### src/rtl/tx_ibuf_ctrl.sv
// rtl/tx_ibuf_ctrl.sv - TX internal buffer occupancy controller and read sequencer
module tx_ibuf_ctrl #(
    parameter int AW = 9
) (
    input  logic          clk,
    input  logic          reset,
    input  logic          alloc_req,
    input  logic [AW:0]   alloc_len,
    output logic          alloc_gnt,
    output logic [AW-1:0] alloc_base,
    input  logic          commit_en,
    input  logic [AW:0]   commit_len,
    input  logic          rd_ready,
    output logic [AW-1:0] dpra,
    output logic          rd_valid,
    output logic [AW:0]   free_qw,
    output logic [AW:0]   avail_qw,
    output logic          ovf_err
);

    localparam logic [AW:0] DEPTH = {1'b1, {AW{1'b0}}};
    localparam logic [AW:0] ONE   = {{AW{1'b0}}, 1'b1};

    localparam logic [1:0] S_IDLE  = 2'd0;
    localparam logic [1:0] S_CHECK = 2'd1;
    localparam logic [1:0] S_GRANT = 2'd2;

    logic [1:0]  state;
    logic [AW:0] len_q;
    logic [AW:0] alloc_ptr;
    logic [AW:0] commit_ptr;
    logic [AW:0] rd_ptr;
    logic        c_en_d1;
    logic        c_en_d2;
    logic [AW:0] c_len_d1;
    logic [AW:0] c_len_d2;
    logic        rd_v1;

    logic        len_bad;
    logic        len_fits;
    logic        commit_bad;
    logic        rd_issue;

    always_comb begin
        len_bad    = (len_q == '0) || (len_q > DEPTH);
        len_fits   = (free_qw >= len_q);
        // Room between commit and alloc pointers, in ring order.
        commit_bad = c_len_d2 > (alloc_ptr - commit_ptr);
        // avail_qw lags a cycle; the live pointer compare stops over-reading.
        rd_issue   = rd_ready && (avail_qw != '0) && (commit_ptr != rd_ptr);
    end

    always_ff @(posedge clk) begin
        if (reset) begin
            state      <= S_IDLE;
            len_q      <= '0;
            alloc_ptr  <= '0;
            commit_ptr <= '0;
            rd_ptr     <= '0;
            alloc_gnt  <= 1'b0;
            alloc_base <= '0;
            c_en_d1    <= 1'b0;
            c_en_d2    <= 1'b0;
            c_len_d1   <= '0;
            c_len_d2   <= '0;
            dpra       <= '0;
            rd_v1      <= 1'b0;
            rd_valid   <= 1'b0;
            free_qw    <= DEPTH;
            avail_qw   <= '0;
            ovf_err    <= 1'b0;
        end else begin
            alloc_gnt <= 1'b0;
            case (state)
                S_IDLE: begin
                    if (alloc_req) begin
                        len_q <= alloc_len;
                        state <= S_CHECK;
                    end
                end
                S_CHECK: begin
                    if (len_bad) begin
                        state <= S_IDLE;
                    end else if (len_fits) begin
                        alloc_gnt  <= 1'b1;
                        alloc_base <= alloc_ptr[AW-1:0];
                        state      <= S_GRANT;
                    end
                end
                S_GRANT: begin
                    alloc_ptr <= alloc_ptr + len_q;
                    state     <= S_IDLE;
                end
                default: state <= S_IDLE;
            endcase

            // Two-stage delay matches the buffer write latency.
            c_en_d1  <= commit_en;
            c_len_d1 <= commit_len;
            c_en_d2  <= c_en_d1;
            c_len_d2 <= c_len_d1;
            if (c_en_d2 && !commit_bad) begin
                commit_ptr <= commit_ptr + c_len_d2;
            end

            ovf_err <= ovf_err
                     | ((state == S_CHECK) && len_bad)
                     | (c_en_d2 && commit_bad);

            if (rd_issue) begin
                dpra   <= rd_ptr[AW-1:0];
                rd_ptr <= rd_ptr + ONE;
            end
            rd_v1    <= rd_issue;
            rd_valid <= rd_v1;

            free_qw  <= DEPTH - (alloc_ptr - rd_ptr);
            avail_qw <= commit_ptr - rd_ptr;
        end
    end

endmodule

### config.mk
export PLATFORM = sky130hd
export DESIGN_NAME = tx_ibuf_ctrl
export DESIGN_NICKNAME = d
export VERILOG_FILES = /design/src/rtl/tx_ibuf_ctrl.sv
export SDC_FILE = /design/constraint.sdc
export NUM_CORES = 1
export LEC_CHECK = 0
export ABC_AREA = 1
export CORE_MARGIN = 4
export CORE_UTILIZATION = 30
export DETAILED_ROUTE_END_ITERATION = 7
export GPL_ROUTABILITY_DRIVEN = 0
export PLACE_DENSITY = 0.48
export SYNTH_ARGS = -nofsm -noshare
export SYNTH_HDL_FRONTEND = slang
export SYNTH_SLANG_ARGS = --single-unit
### constraint.sdc
create_clock -name clk -period 3.1 [get_ports clk]
set_input_delay 0.62 -clock clk [delete_from_list [all_inputs] [get_ports clk]]
set_output_delay 0.62 -clock clk [all_outputs]
set_load 0.005 [all_outputs]
[Yosys cells after proc, flatten, opt, wreduce, memory -nomap -nowiden]
Index checks and enable logic that the tools add are counted.
Storage, ports and cells
  register bits: 106
  bits in latches: 0
  memory bits (writable): 0
  memory bits (read-only): 0
  output and inout port bits: 41
  word-level logic and storage cells: 55
  memories: 0
Operators by class
  add/sub/neg operators: 7
  multipliers: 0
  div/mod/pow operators: 0
  order comparisons: 3
  equal/unequal tests: 5
  shifts and indexed selects: 0
  multiplexer cells: 5
  bitwise logic cells: 4
  reductions and logical operators: 14
Operators with widths (number)
  10-bit subtractor: 3
  10-bit adder: 2
  10-bit by 1-bit adder with 10-bit output (second input constant): 1
  10-bit >= comparator: 1
  10-bit greater-than comparator: 1
  10-bit greater-than comparator (second input constant): 1
  10-bit zero test: 1
  10-bit inequality test: 1
  10-bit nonzero test: 1
  10-bit subtractor (first input constant): 1
  2-bit two-way mux: 3
  1-bit logical AND: 5
  2-bit one-hot mux with 2 select lines: 1
  2-bit AND reduction: 2
  3-bit inequality test (second input constant): 1
  3-bit AND reduction: 1
  3-bit OR reduction: 1
  2-bit by 1-bit equality test with 1-bit output (second input constant): 1
  2-bit equality test (second input constant): 1
  2-bit zero test: 1
  2-bit inequality test (second input constant): 1
  1-bit NOT: 2
  1-bit bitwise OR: 2
  1-bit zero test: 1
  other kinds (2): 2

[Logic depth before layout (Yosys ltp)]
Gate-level depths: netlist of the first run.
  depth after elaboration: 5
  mapped depth: 20

[Worst setup path before layout of the first run]
OpenSTA, ideal clock, no wires.
  kind: reg-to-reg
  start point: register commit_ptr[2]
  end point: register commit_ptr[2]
  arrival time: 2.538 ns
  data required time: 2.984 ns
  setup slack: 0.446 ns
  stages on the path, launching flop included: 17
  buffers on the path: 1
  clock period less this slack: 2.654 ns
  cell sequence: dfxtp_1 -> inv_1 -> ha_1 -> a21oi_1 -> o21ai_0 -> a21oi_1 -> o21ai_0 -> xor2_1 -> ha_1 -> nand2_1 -> nor2_1 -> nand4_1 -> nand2_1 -> nand2_1 -> buf_4 -> o21ai_0 -> nor2_1
Between the ends
  longest elaborated chain between the ends: 4
RTL lines
  start: declaration: RTL line 31  | logic [AW:0] commit_ptr;
  start signal: assignment: RTL line 103  | commit_ptr <= commit_ptr + c_len_d2;
  10-bit subtractor: RTL line 48  | commit_bad = c_len_d2 > (alloc_ptr - commit_ptr);
  10-bit greater-than comparator: RTL line 48
  1-bit zero test: RTL line 102  | if (c_en_d2 && !commit_bad) begin
  1-bit logical AND: RTL line 102
Parallel ways exist; a longest one is shown, timed or not.
A chain may end at the register's enable or synchronous reset.

[Final worst setup path of the first run]
  start point: register alloc_ptr[0]
  end point: register commit_ptr[0]
Between the ends
  longest elaborated chain between the ends: 4
RTL lines
  start: declaration: RTL line 30  | logic [AW:0] alloc_ptr;
  start signal: assignment: RTL line 91  | alloc_ptr <= alloc_ptr + len_q;
  10-bit subtractor: RTL line 48
  10-bit greater-than comparator: RTL line 48
  1-bit zero test: RTL line 102
  1-bit logical AND: RTL line 102
No other way between the ends.

==> results.cfg, run 1 <==
[critical_path]
arrival_ps = 3100
cp_cell_sequence = inv_1, ha_2, inv_1, fa_2, nand3_1, nand2_1, nand4_1, nand2_1, xnor2_1, ha_1, nand2_1, inv_1, a21oi_1, nand3_2, nand2_1, nand2_4, o21ai_0, nor2_1
cp_max_fo = 11
crit_path_top_delay_cell = fa_2
crit_path_end_kind = flop
rr_startpoint = alloc_ptr[0]
path_class = flop to flop
path_common_cell = nand2_1
slowest_delay_ps = 370
critical_path.startpoint = alloc_ptr[0]
startpoint_type = flop
worst-endpoint-required_ps = 3350
rrSetupSlack_ps = 250

[yosys]
ys_types = 36
ys_ff_latch = 106
synth_edf_count = 0
synthCells = 867
syn_area_per_cell_sq_um = 7.25
async_flop_share = 0
synth_nets = 971
synth-main-ff-cell = dfxtp_1
syn-cell-area_sq_um = 6290
yosysSeqAreaShare = 0.337
ys.warnings.count = 0

[route]
antenna_left = 0
wl_met2_microns = 7570
routed_wl_microns = 16500
via_per_inst = 4.50
drtIter0Drc = 250
highest_layer = met4
wl_met1_microns = 8160
dr_wl_met3_microns = 546
wl_per_cell_microns = 13.7
route.detailed.drc = 0
vias = 5435
drt_first_pass_iters = 5

[final_layout]
final_common_cell = nand2_1
finalNonFillerCells = 1207
nets = 1036
drive_above_1_share = 0.0555
final_cell_mix = nand2_1 (163), inv_1 (129), nor2_1 (102), dfxtp_1 (102), a21oi_1 (81)
area_growth_pct = 21.3
n_antenna_cell = 0

[placement]
portBuffers = 65
place_inst = 1190
dp_hpwl_microns = 12700

[power_and_ir_drop]
leakagePower_uw = 0.00353
irDropWorstVdd_v = 0.000311
power_uw = 5060
powerDensity_nw_per_um2 = 663

[sta]
fin_skew_ps = 9.56
hold_ws_ps = 403
final_hold_viol_count = 0
maxSlewHeadroom = 0.587
finalSetupTns_ps = 0
setup_viol = 0
worst_pin_slew_ps = 619
fin_crit_ps = 2850
finalCritPeriodShare = 0.920
slew_violations = 0
clock.fmax_mhz = 351
rsz0062_at_grt = false

[clocking]
cts_tree = yes
clkTransAtPathRegs_ps = 80
htreeDepth = 3
cts-root-buf = clkbuf_16
clock-sinks = 106
clockBufferDepth = 2
clk_latency_ps = 360
cts_made_buffers = 9

[worst_hold_path]
hold_class = flop to flop
holdCritStartpoint = c_len_d1[1]

[status]
status = finished clean

[floorplan]
io_pins = 66
die_h_microns = 153
die_x_microns = 153
placementRows = 52
dieArea_sq_um = 23300
initial_core_util = 0.308
core_sq_um = 20400

[grt]
grt_usage = 0.144
gr-total-overflow = 0
antenna_found_initial = 0
grt_max_degree = 52
grt_pass1_wl_microns = 27300
grt_pass1_vias = 5327

[run]
max-cap-violations = 0
cells in the mapped netlist, types with 2 or more instances:
cell       number  share of area
xnor2_1         9          0.013
buf_2           2         0.0016
nand2_1       164          0.098
inv_1         130          0.078
xor2_1         20          0.028
nor2_1        103          0.061
a21oi_2         2         0.0028
o21a_1          3         0.0036
a21oi_1        82          0.065
o2111ai_1       2         0.0028
clkbuf_1       12         0.0072
o21bai_1        5         0.0060
a21o_1          3         0.0036
buf_4           2         0.0024
o21ai_1         6         0.0048
ha_1           74           0.15
buf_1           2         0.0012
o21ai_0        47          0.037
nand4_1        15          0.015
nor3_1         15          0.012
inv_2           2         0.0012
nand3_1        38          0.030
a31oi_1         4         0.0040
dfxtp_1       106           0.34
nand2_4         2         0.0036
fa_1            5          0.016
nand3_2         2         0.0032
buf_6           2         0.0036
worst paths after layout:
kind,end,cells after the start
setup / recovery,commit_ptr[0],18
hold / removal,c_len_d2[1],2
hold reg to reg,c_len_d2[1],2
setup reg to reg,commit_ptr[0],18
logic make-up (layout without fill, tap and decap cells):
logic type,count (synthesis),after routing,share of synthesized area
buf+inv,153,223,0.0953
fa+ha+maj,79,79,0.163
compound gates,156,156,0.132
simple gates,344,344,0.231
flops,106,106,0.337
xor+xnor,29,29,0.0404
routing by layer:
metal / up-vias / track usage
li1: 2946 / -
met1: 2385 / 0.193
met2: 92 / 0.239
met3: 12 / 0.0267
met4: 0 / 0.0378
met5: - / 0
repair_timing:
item / in CTS / in global routing
resized for setup: 1 / 19
hold buffers: 0 / 0
hold endpoints to repair: 0 / 0
setup endpoints to repair: 5 / 11
pin swaps: 0 / 1
buffers inserted: 0 / 1
through the flow:
stage               setup slack, ps   util  instance area [sq um]
CTS                            98.9  0.371                   7580
detailed placement            -19.1  0.355                   7250
global placement                111  0.355                   7250
finish                          249  0.373                   7630
global route                   8.57  0.373                   7630
floorplan                       446      -                   6290
sequential cells by signal, summed over array words and instances (netlist names), 2 cells and up:
signal / flops
alloc_ptr: 10
avail_qw: 10
c_len_d1: 10
c_len_d2: 10
commit_ptr: 10
free_qw: 10
len_q: 10
rd_ptr: 10
alloc_base: 9
dpra: 9
state: 2
worst max-delay path: cells and delay by family, from the launching register on:
family,cells,cell delay [ps]
compound gates,2,350
simple gates,9,850
buf+inv,3,250
fa+ha+maj,3,830
flops,1,340
xor+xnor,1,130
power breakdown:
group / internal [uW] / switching, uW
clock network: 726 / 562
logic: 900 / 1120
registers: 1590 / 170
cell type report:
class,instances,area [sq um]
Clock inverter,7,108
Fill cell,2207,12800
Timing Repair Buffer,74,729
Inverter,133,499
Multi-Input combinational cell,608,3600
Sequential cell,106,2130
Clock buffer,9,225
Tap cell,270,338
Power figures use the tool's default switching activity.
==> run 2, diff against run 1 <==
- CORE_UTILIZATION: 30 -> 57
- PLACE_DENSITY: 0.48 -> 0.8
==> results.cfg, run 2 (same netlist as run 1, synthesis figures left out) <==
[status]
status = finished clean

[grt]
antenna_found_initial = 0
grt_pass1_wl_microns = 24300
grt_pass1_vias = 5357
grt_usage = 0.233
grt_max_degree = 52
gr-total-overflow = 0

[critical_path]
arrival_ps = 3210
path_class = flop to flop
worst-endpoint-required_ps = 3420
critPathBufInv = 2
startpoint_type = flop
slowest_delay_ps = 380
cp_cell_sequence = inv_1, ha_1, a21oi_1, o21ai_1, a21oi_2, o21ai_1, xor2_1, ha_1, nand2_1, nor2_2, nand4_1, buf_4, a21oi_4, nor2_1, nor2_1
crit_family = compound AO/OA/AOI/OAI gates
crit_path_top_delay_cell = dfxtp_2
cp_max_fo = 5
crit_path_end_kind = flop

[clocking]
clk_latency_ps = 380
htreeDepth = 3
cts_tree = yes
cts_made_buffers = 9
clock-sinks = 106
clkTransAtPathRegs_ps = 100
clockBufferDepth = 2
cts-root-buf = clkbuf_8

[sta]
slew_violations = 0
finalCritPeriodShare = 0.934
clock.fmax_mhz = 345
setup_viol = 0
fin_crit_ps = 2900
maxSlewHeadroom = 0.338
final_hold_viol_count = 0
fin_skew_ps = 13.1
worst_pin_slew_ps = 988
setup_ws_ps = 205

[power_and_ir_drop]
p_int_uw = 2880
swShare = 0.376
power_uw = 4610
leakagePower_uw = 0.00344
seq_power_share = 0.379
powerDensity_nw_per_um2 = 632
comb_power_share = 0.434
clockPowerShare = 0.187
irDropWorstVdd_v = 0.000431
p_switching_uw = 1740

[final_layout]
final_cell_mix = nand2_1 (163), inv_1 (129), dfxtp_1 (105), nor2_1 (102), a21oi_1 (81)
nets = 1033
n_antenna_cell = 0
final_common_cell = nand2_1
finalNonFillerCells = 1074
area_growth_pct = 16.0
drive_above_1_share = 0.0450

[route]
wl_per_cell_microns = 13.4
antenna_left = 0
routed_wl_microns = 14400
drtIter0Drc = 295
route.detailed.drc = 0
vias = 5571
via_per_inst = 5.19
drt_first_pass_iters = 5

[worst_hold_path]
hold_class = flop to flop

[floorplan]
placementRows = 38
die_x_microns = 113
io_pins = 66
dieArea_sq_um = 12800
core_sq_um = 10800
initial_core_util = 0.580
die_h_microns = 113

[placement]
dp_hpwl_microns = 11000
place_inst = 1055
portBuffers = 65
dpl_worst_slack_ps = 75.4

[run]
max-cap-violations = 0
==> run 2: final timing paths <==
check	start	cells past startpoint	endpoint	slack, ps
max reg2reg	commit_ptr[2]	15	commit_ptr[4]	200
min reg2reg	rd_v1	2	rd_valid	400
max	commit_ptr[2]	15	commit_ptr[4]	200
min	rd_v1	2	rd_valid	400
==> run 2: cell type report <==
class	count	area (sq um)
fill	939	3540
timing repair buffer	70	683
multi-input combinational	609	3620
clock inverter	4	51.3
inverter	133	499
sequential	106	2120
tap	140	175
clock buffer	12	145
==> run 2: worst reg2reg max path: stages (launching register included) <==
cell and delay [ps]:
dfxtp_2 380, inv_1 60, ha_1 340, a21oi_1 230, o21ai_1 120, a21oi_2 150
o21ai_1 90, xor2_1 150, ha_1 300, nand2_1 70, nor2_2 160, nand4_1 240
buf_4 240, a21oi_4 160, nor2_1 60, nor2_1 90
==> run 2: power groups by stage <==
stage               registers [uW]  clock network (uW)  logic [uW]
finish                        1750                 863        2000
CTS                           1750                 877        1960
global route                  1780                 928        2280
detailed placement            1780                   0        1940
global placement              1770                   0        1910
floorplan                     1760                   0        1330
==> run 2: metrics by stage <==
stage	instance area [sq um]	setup TNS, ps	hold WS [ps]	utilization
floorplan	6290	0	388	-
global placement	7030	0	390	0.649
detailed placement	7030	0	392	0.649
CTS	7230	0	406	0.667
global route	7300	-297	420	0.673
finish	7300	0	404	0.673
==> run 2: what timing repair did <==
action | in CTS | in global routing
setup buffers | 0 | 2
setup endpoints to repair | 0 | 11
hold buffers | 0 | 0
gates resized for setup | 0 | 17
==> run 2: metal layers <==
layer,global-route usage,wire length [microns],vias up
met5,0,0,-
met2,0.396,6940,150
met3,0.0380,739,26
li1,-,-,2936
met4,0.0929,370,0
met1,0.295,6390,2459
==> run 3, diff against run 2 <==
- ABC_AREA: 1 -> default
- CORE_UTILIZATION: 57 -> 60
- PLACE_DENSITY: 0.8 -> 0.84
- clock period: 3.1 -> 3.6 ns (I/O delays scaled with it)
==> results.cfg, run 3 <==
[status]
status = finished, violations left
violations = negative setup slack

[final_layout]
post-route-util = 0.739
nets = 887
final_common_cell = dfxtp_1
n_antenna_cell = 0
finalNonFillerCells = 920
area_growth_pct = 19.9
final_cell_mix = dfxtp_1 (104), nor2_1 (76), ha_1 (73), clkdlybuf4s50_1 (64), inv_1 (62)
drive_above_1_share = 0.0826

[worst_hold_path]
hold_path_depth = 1
hold_class = flop to flop
holdCritStartpoint = c_len_d1[3]
hold_path_end = c_len_d2[3]

[critical_path]
r2r_cells = 18
path_class = flop to flop
arrival_ps = 4050
cp_max_fo = 4
startpoint_type = flop
worst-endpoint-required_ps = 3900
crit_path_end_kind = flop
rrSetupSlack_ps = -150
rr_startpoint = alloc_ptr[0]
r2r_end = commit_ptr[1]

[floorplan]
initial_core_util = 0.617
die_h_microns = 108
io_pins = 66
placementRows = 36
core_sq_um = 9770
dieArea_sq_um = 11700
die_x_microns = 108

[power_and_ir_drop]
swShare = 0.307
leakagePower_uw = 0.00310
seq_power_share = 0.440
p_int_uw = 2060
comb_power_share = 0.287
p_switching_uw = 913
irDropWorstVdd_v = 0.000320
clockPowerShare = 0.273
powerDensity_nw_per_um2 = 412

[grt]
antenna_found_initial = 0
grt_usage = 0.273
grt_max_degree = 80
grt_pass1_vias = 5477
gr-total-overflow = 0
grt_pass1_wl_microns = 25500

[clocking]
cts_made_buffers = 9
clockBufferDepth = 2
htreeDepth = 3
cts-root-buf = clkbuf_8
clk_latency_ps = 370
ctsHoldBuffers = 0
cts_tree = yes
clkTransAtPathRegs_ps = 90
clock-sinks = 106

[placement]
portBuffers = 65
place_inst = 896
dp_hpwl_microns = 11500

[yosys]
synth_nets = 808
syn_area_per_cell_sq_um = 8.56
syn-cell-area_sq_um = 6030
synthCells = 704
synth_edf_count = 0
yosysSeqAreaShare = 0.352
yosys-top-cells-area = dfxtp_1 (35%), ha_1 (15%), nor2_1 (4.7%), a21oi_1 (4.3%), xnor2_1 (4.2%)
async_flop_share = 0
ys_types = 53
yosysMostFrequentCell = dfxtp_1
synth_area_leader_cell = dfxtp_1
synth_top_cells_by_count = dfxtp_1 (106), nor2_1 (76), ha_1 (74), inv_1 (64), nand2_1 (54)
synth_top_area_frac = 0.352
ys_ff_latch = 106
ys.warnings.count = 0
synth-main-ff-cell = dfxtp_1

[sta]
rsz0062_at_grt = true
finalCritPeriodShare = 1.04
clock.fmax_mhz = 267
setup_ws_ps = -146
slew_violations = 0
fin_crit_ps = 3750
final_hold_viol_count = 0
maxSlewHeadroom = 0.435
worst_pin_slew_ps = 846
fin_skew_ps = 11.6
setup_viol = 9

[route]
routed_wl_microns = 15800
drt_first_pass_iters = 5
via_per_inst = 5.83
antenna_left = 0
drtIter0Drc = 382
wl_per_cell_microns = 17.2
route.detailed.drc = 0
vias = 5365

[run]
max-cap-violations = 0
run 3: repair_timing:
| action | CTS | global route |
|---|---|---|
| buffers inserted | 3 | 5 |
| gates resized for setup | 13 | 10 |
| setup endpoints to repair | 11 | 11 |
| gates cloned | 1 | 0 |
| pin swaps | 6 | 17 |
run 3: critical path, cell delays in order (launching register included):
cell and delay (ps):
dfxtp_2 330, inv_2 60, ha_4 120, inv_2 40, fa_2 360, a21o_1 210, a21oi_2 170, o21ai_2 100
a2111oi_2 360, nor3_1 110, xnor2_1 150, ha_1 330, and4_1 230, o211a_1 200, a211oi_2 60, o21ai_2 210
buf_2 200, mux2_2 350, nor2_1 90
run 3: layout make-up:
cell class	instances	area [sq um]
flip-flops and latches	106	2120
well taps	133	166
clock inverters	4	76.3
inverters	64	240
repair buffers	91	857
multi-input cells	511	3620
fillers	744	2550
clock buffers	11	141
run 3: worst max-delay path by stage:
stage	start	endpoint	slack, ps	cells past startpoint
2_1_floorplan	alloc_ptr[0]	commit_ptr[2]	120	18
3_3_place_gp	alloc_ptr[0]	commit_ptr[8]	-10	18
3_5_place_dp	alloc_ptr[0]	commit_ptr[9]	-310	18
4_1_cts	alloc_ptr[0]	commit_ptr[8]	4	18
5_1_grt	alloc_ptr[0]	commit_ptr[9]	-260	18
6_report	alloc_ptr[0]	commit_ptr[1]	-150	18
run 3: per-layer routing:
layer / GRT usage / wire length [microns] / share of wire
met5: 0 / 0 / 0
met4: 0.150 / 724 / 0.046
met3: 0.0412 / 866 / 0.055
met2: 0.481 / 7920 / 0.50
met1: 0.316 / 6310 / 0.40
run 3: stage by stage:
| step | cell area [sq um] | TNS, ps | hold WS (ps) | total power (uW) | worst slack [ps] |
|---|---|---|---|---|---|
| 2_1_floorplan | 6030 | 0 | 414 | 1860 | 121 |
| 5_1_grt | 7220 | -2260 | 464 | 3110 | -259 |
| 6_report | 7220 | -1120 | 445 | 2980 | -146 |
| 4_1_cts | 7160 | 0 | 451 | 2950 | 3.66 |
| 3_3_place_gp | 6880 | -15.4 | 420 | 2070 | -9.82 |
| 3_5_place_dp | 6880 | -2230 | 428 | 2120 | -308 |
run 3: cell families after synthesis:
| logic type | Yosys count | synth area share |
|---|---|---|
| AND/OR/NAND/NOR | 244 | 0.200 |
| adder cells (fa/ha/maj) | 79 | 0.170 |
| XOR/XNOR | 39 | 0.0567 |
| AO/OA/AOI/OAI | 131 | 0.134 |
| buffers and inverters | 87 | 0.0571 |
| multiplexers | 18 | 0.0303 |
| flip-flops | 106 | 0.352 |
run 3: power by group through the flow:
| stage | Combinational (uW) | Clock (uW) | Sequential [uW] |
|---|---|---|---|
| 6_report | 854 | 814 | 1310 |
| 5_1_grt | 933 | 864 | 1320 |
| 4_1_cts | 826 | 817 | 1310 |
| 3_5_place_dp | 783 | 0 | 1330 |
| 3_3_place_gp | 742 | 0 | 1330 |
| 2_1_floorplan | 542 | 0 | 1320 |
